File: src/rtl/assertion_pulse_checker_sat_counter.sv
// sat_counter: saturating up-counter with a synchronous clear that beats increment
module sat_counter #(
  parameter int W = 16
) (
  input  logic         clock,
  input  logic         reset_n,
  input  logic         inc,
  input  logic         clr,
  output logic [W-1:0] q
);
  always_ff @(posedge clock or negedge reset_n)
    if (!reset_n) q <= '0;
    else if (clr) q <= '0;
    else if (inc && q != '1) q <= q + 1'b1;
endmodule

File: config.mk
export PLATFORM = sky130hd
export DESIGN_NAME = sat_counter
export DESIGN_NICKNAME = d
export VERILOG_FILES = /design/src/rtl/assertion_pulse_checker_sat_counter.sv
export SDC_FILE = /design/constraint.sdc
export NUM_CORES = 1
export LEC_CHECK = 0
export CORE_MARGIN = 2
export CORE_UTILIZATION = 25
export CTS_CLUSTER_SIZE = 30
export DETAILED_ROUTE_END_ITERATION = 12
export PLACE_DENSITY = 0.55
export SLEW_MARGIN = 20
export SYNTH_ARGS = -nofsm -noshare
export SYNTH_HDL_FRONTEND = slang
export SYNTH_SLANG_ARGS = --single-unit
File: constraint.sdc
create_clock -name clock -period 1.9 [get_ports clock]
set_clock_uncertainty 0.2 [all_clocks]
set_input_delay 0.475 -clock clock [delete_from_list [all_inputs] [get_ports clock]]
set_output_delay 0.475 -clock clock [all_outputs]
set_load 0.03 [all_outputs]
==> impl_metrics.csv, run 1 <==
group,metric,value,unit
timing,rsz0062_at_grt,"true",
clocking,worstSkewPairLatency,0.25,ns
logic_synthesis,syn_area_per_cell,9.61,sq um
place,place_worst_setup_slack,-0.351,ns
floorplan,rows,22,
global_routing,antenna_found_initial,0,
cells_and_area,nNetsFinal,160,
worst_setup_path,cp_slowest_cell,"dfrtp_2",
clocking,cts_hold_buf,0,
place,gp_congestion,0.737,
floorplan,die_height,65.4,microns
routing,drt-total-wl,2810,microns
timing,hold_viol,0,
cells_and_area,area_growth,68.0,%
logic_synthesis,synth_top_family_by_area,"simple AND/OR/NAND/NOR gates",
power,p_leak,0.694,nW
floorplan,dieArea,4280,sq um
place,hpwlAfterDp,1890,microns
global_routing,grt_pass1_vias,977,
worst_setup_path,critPathKind,"reg -> reg",
cells_and_area,n_antenna_cell,0,
worst_setup_path,cp_cell_sequence,"ha_4 -> nand4_4 -> nor4_4 -> buf_4 -> nor4_2 -> mux2_1",
routing,vias,1014,
worst_setup_path,worstSetupEndpointType,"flop",
timing,period_share,103,%
worst_setup_path,critical_path_arrival,1.89,ns
timing,period_minus_slack,1.96,ns
timing,drv_slew,0,
outcome,violations,"setup timing",
routing,drt_iter0_drc,48,
logic_synthesis,synth_fp_nets,103,
logic_synthesis,synth_compound_area_share,16.2,%
routing,dr.pass1.iters,4,
timing,finalWorstSetupSlack,-0.0613,ns
global_routing,grt_max_degree,21,
worst_setup_path,cp-start-kind,"flop",
logic_synthesis,seq_area_frac_synth,42.5,%
power,peakVddDrop,205,uV
logic_synthesis,synth_cell_types,28,
cells_and_area,top_regs,"q: 16 flops",
cells_and_area,n_fill_cell,380,
outcome,status,"finished, violations left",
floorplan,start_util,25.9,%
cells_and_area,drive_gt1_share,46.8,%
logic_synthesis,yosys.area_share.simple,31.2,%
logic_synthesis,syn_inst,98,
logic_synthesis,synth_fa_ha_area_share,1.33,%
clocking,cts_buffers,3,
cells_and_area,top_register,"q",
routing,drc,0,
global_routing,grt_use_total,13.8,%
logic_synthesis,synth_xor_area_share,0,%
logic_synthesis,yosys_register_bits,16,
routing,ant_nets,0,
clocking,cts_tree,"done",
global_routing,grt_overflow,0,
floorplan,core,3630,sq um
power,p_per_area,434,nW/um^2
timing,tightest_slew,0.496,ns
worst_setup_path,cpPeakStageDelay,0.41,ns
logic_synthesis,ys_warn_count,0,
cells_and_area,largest_reg_flops,16,
min_path,hold_path.class,"in -> async",
global_routing,grt_pass1_wl,4510,microns
place,port_buffers,19,
clocking,cts.sink_count,16,
clocking,cts_buffer_depth,2,
clocking,cts_root_buffer,"clkbuf_8",
worst_setup_path,crit_required,1.83,ns
timing,max_slew_margin,66.7,%
worst_setup_path,crit_path_max_fanout,4,
floorplan,io-pin-count,20,
clocking,path_clk_slew,0.06,ns
logic_synthesis,synth_mux_area_share,4.78,%
routing,routedWlPerCell,13.9,microns
logic_synthesis,syn_area,942,sq um
run,max-cap-violations,0,
timing,setup_viol,4,
routing,via_per_inst,5.02,
floorplan,die_w,65.4,microns
clocking,htreeDepth,1,
timing,max_freq,510,MHz
power,p_total,688,uW
==> cell usage in the layout (no fill, tap or decap), drive strengths merged, types with 6 or more instances in the layout <==
cell,n
o31ai,7
nand4,7
a21oi,11
dlygate4sd2,17
nand2,6
nor4,6
or4,7
buf,36
dfrtp,16
==> cell families after synthesis <==
group / Yosys count
multiplexers: 4
AND/OR/NAND/NOR: 45
flip-flops: 16
AO/OA/AOI/OAI: 24
buffers and inverters: 8
adder cells (fa/ha/maj): 1
==> what timing repair did <==
item / CTS / global route
pin swaps: 0 / 7
setup buffers: 3 / 5
setup endpoints to repair: 25 / 13
hold endpoints to repair: 0 / 0
gates cloned: 2 / 0
resized for setup: 19 / 10
==> worst max-delay path: cells and delay by family (launching register included) <==
family	cells	cell delay, ns
fa+ha+maj	1	0.17
simple gates	3	0.54
flops	1	0.41
buf+inv	1	0.21
mux	1	0.31
==> where the power goes <==
group / switching [mW] / internal [mW] / total (mW)
logic: 0.0404 / 0.0323 / 0.0727
registers: 0.00469 / 0.344 / 0.349
clock network: 0.118 / 0.149 / 0.266
==> cell usage after synthesis (all sizes together) <==
cell type	number	area share, %
dfrtp	16	42
nor2	4	1.6
or4	7	5.8
clkbuf	4	1.6
and3	2	1.3
a21oi	11	5.8
nor4	5	4.9
nor3	1	0.53
o21ai	4	2.1
inv	3	1.2
and4	2	2.1
mux2	4	4.8
or3	3	2.1
nand3	3	1.6
buf	1	1.2
ha	1	1.3
o31ai	7	5.6
o211ai	1	1.3
nand2	6	2.4
nand3b	1	0.80
nand4	7	5.3
nor2b	4	2.7
a211oi	1	1.3
==> routing by layer <==
metal  wire length [microns]  track usage, %
met1                    1280            17.2
met2                    1460            24.1
met3                      38            1.54
met4                      33            5.47
met5                       0               0
==> layout make-up <==
cell class	instances	area, sq um	area share (%)
clock buffer	4	45.0	2.85
inverter	3	11.3	0.711
multi-input combinational	75	592	37.4
sequential	16	418	26.4
tap	48	60.1	3.79
timing repair buffer	55	452	28.5
timing repair inverter	1	5.00	0.316
==> path summary, 6_finish.rpt <==
| kind | startpoint | to | slack (ns) | depth (start not counted) |
|---|---|---|---|---|
| worst min-delay path | reset_n | q[6] | 0.35 | 2 |
| worst max-delay path | q[0] | q[9] | -0.06 | 6 |
| max in group asynchronous | reset_n | q[0] | 0.94 | 2 |
| min in group clock | q[3] | q[3] | 0.39 | 2 |
| worst min register to register | q[3] | q[3] | 0.39 | 2 |
| worst max register to register | q[0] | q[9] | -0.06 | 6 |
==> per-stage QoR <==
step | hold WS, ns | TNS (ns) | util [%] | area [sq um] | instances
after floorplan | -0.0206 | -0.0399 | - | 972 | 98
after global placement | 0.357 | -3.30 | 39.0 | 1420 | 188
after detailed placement | 0.370 | -3.72 | 39.0 | 1420 | 188
after CTS | 0.361 | -0.0689 | 41.0 | 1490 | 197
after global routing | 0.398 | -0.645 | 43.6 | 1580 | 202
final | 0.354 | -0.150 | 43.6 | 1580 | 202
(Power assumes the default switching activity.)
==> run 2: changes to the inputs <==
--- a/config.mk
+++ b/config.mk
@@ -7,9 +7,10 @@
 export LEC_CHECK = 0
 export CORE_MARGIN = 2
 export CORE_UTILIZATION = 25
-export CTS_CLUSTER_SIZE = 30
+export CTS_CLUSTER_SIZE = 24
 export DETAILED_ROUTE_END_ITERATION = 12
 export PLACE_DENSITY = 0.55
+export SKIP_LAST_GASP = 1
 export SLEW_MARGIN = 20
 export SYNTH_ARGS = -nofsm -noshare
 export SYNTH_HDL_FRONTEND = slang
==> impl_metrics.csv, run 2 (synthesis results as in run 1) <==
group,metric,value,unit
worst_setup_path,cp_cell_sequence,"ha_4 -> nand4_4 -> nor4_4 -> buf_4 -> nor4_2 -> mux2_1",
power,p_per_area,437,nW/um^2
clocking,worstSkewPairLatency,0.25,ns
cells_and_area,layout_commonest_cell,"buf_4",
clocking,cts_buffers,3,
cells_and_area,area_growth,67.1,%
cells_and_area,largest_reg_flops,16,
routing,via_per_inst,5.00,
clocking,cts_tree,"done",
floorplan,core,3630,sq um
routing,drt-total-wl,2780,microns
cells_and_area,nNetsFinal,160,
worst_setup_path,critical_path_arrival,1.89,ns
floorplan,dieArea,4280,sq um
timing,tightest_slew,0.497,ns
timing,hold_slack,0.354,ns
timing,period_minus_slack,1.96,ns
cells_and_area,multi_input_area,583,sq um
floorplan,start_util,25.9,%
clocking,path_clk_slew,0.06,ns
global_routing,grt_pass1_wl,4510,microns
routing,drc,0,
clocking,cts_buffer_depth,2,
worst_setup_path,cp-start-kind,"flop",
timing,max_freq,510,MHz
timing,hold_viol,0,
routing,dr.pass1.iters,4,
routing,routedWlPerCell,13.8,microns
worst_setup_path,cp_slowest_cell,"dfrtp_2",
worst_setup_path,critPathKind,"reg -> reg",
worst_setup_path,crit_required,1.83,ns
worst_setup_path,crit_family,"simple AND/OR/NAND/NOR gates",
floorplan,die_w,65.4,microns
worst_setup_path,cpPeakStageDelay,0.41,ns
cells_and_area,top_register,"q",
global_routing,grt_overflow,0,
place,hpwlAfterDp,1890,microns
timing,max_slew_margin,66.6,%
cells_and_area,register_area,418,sq um
timing,setup_viol,3,
timing,drv_slew,0,
power,p_total,687,uW
routing,ant_nets,0,
global_routing,antenna_found_initial,0,
worst_setup_path,crit_path_max_fanout,4,
cells_and_area,final_cell_mix,"buf_4, dlygate4sd2_1, dfrtp_2, a21oi_1, o31ai_1",
place,port_buffers,19,
cells_and_area,drive_gt1_share,45.5,%
cells_and_area,n_antenna_cell,0,
floorplan,io-pin-count,20,
clocking,htreeDepth,1,
timing,finalWorstSetupSlack,-0.0623,ns
min_path,hold_path.class,"in -> async",
cells_and_area,final_util,43.3,%
outcome,violations,"setup timing",
timing,period_share,103,%
worst_setup_path,crit_buf_inv,1,
place,place_worst_setup_slack,-0.351,ns
floorplan,die_height,65.4,microns
routing,vias,1011,
cells_and_area,n_fill_cell,380,
clocking,cts_root_buffer,"clkbuf_8",
worst_setup_path,worstSetupEndpointType,"flop",
clocking,cts.sink_count,16,
floorplan,rows,22,
global_routing,grt_max_degree,21,
place,gp_congestion,0.737,
cells_and_area,top_regs,"q: 16 flops",
outcome,status,"finished, violations left",
global_routing,grt_use_total,13.8,%
power,p_leak,0.697,nW
global_routing,grt_pass1_vias,977,
timing,rsz0062_at_grt,"true",
run,max-cap-violations,0,
power,peakVddDrop,205,uV
routing,drt_iter0_drc,64,
-- run 2: cell count changes in the layout (fill, tap and decap cells not counted) --
cell and delta:
and3_4 -1, and3_1 +1, mux2_1 +1, mux2_4 -1
-- run 2: timing repair --
action / in CTS / in global routing
pin swaps: 0 / 7
resized for setup: 19 / 8
setup buffers: 3 / 5
gates cloned: 2 / 0
hold buffers: 0 / 0
setup endpoints to repair: 25 / 13
-- run 2: report_power, final --
part | switching [mW] | internal [mW] | total (mW)
Clock | 0.117 | 0.148 | 0.266
Combinational | 0.0403 | 0.0323 | 0.0726
Sequential | 0.00468 | 0.344 | 0.349
Total | 0.162 | 0.525 | 0.687
-- run 2: layout make-up --
type / count / area share [%]
clock buffers: 4 / 2.86
inverters: 3 / 0.715
multi-input cells: 75 / 37.0
flip-flops and latches: 16 / 26.6
well taps: 48 / 3.82
repair buffers: 55 / 28.7
repair inverters: 1 / 0.318
-- run 2: metal layers --
layer / part of all wire [%] / track usage [%] / vias up / wire, microns
met5: 0 / 0 / - / 0
met4: 1.2 / 5.47 / 0 / 33
met3: 1.4 / 1.54 / 2 / 38
met2: 51 / 24.1 / 12 / 1430
met1: 46 / 17.2 / 499 / 1280
li1: - / - / 498 / -
-- run 2: per-stage QoR --
step | cell area, sq um | setup TNS (ns) | instances
floorplan | 972 | -0.0399 | 98
global placement | 1420 | -3.30 | 188
detailed placement | 1420 | -3.72 | 188
CTS | 1490 | -0.0689 | 197
global route | 1570 | -0.664 | 202
finish | 1570 | -0.164 | 202
-- run 2: worst paths after layout --
path                       startpoint   end  slack (ns)  cells past startpoint
setup / recovery                 q[0]  q[9]       -0.06                      6
hold / removal                reset_n  q[6]        0.35                      2
setup reg to reg                 q[0]  q[9]       -0.06                      6
hold reg to reg                  q[3]  q[3]        0.40                      2
max in group asynchronous     reset_n  q[0]        0.94                      2
min in group clock               q[3]  q[3]        0.40                      2
==> run 3: changes to the inputs <==
--- a/config.mk
+++ b/config.mk
@@ -9,6 +9,7 @@
 export CORE_UTILIZATION = 25
 export CTS_CLUSTER_SIZE = 24
 export DETAILED_ROUTE_END_ITERATION = 12
+export HOLD_SLACK_MARGIN = 0.05
 export PLACE_DENSITY = 0.55
 export SKIP_LAST_GASP = 1
 export SLEW_MARGIN = 20
==> results of run 3 <==
Same layout as run 2: the final DEF is identical, and so are final timing and power.
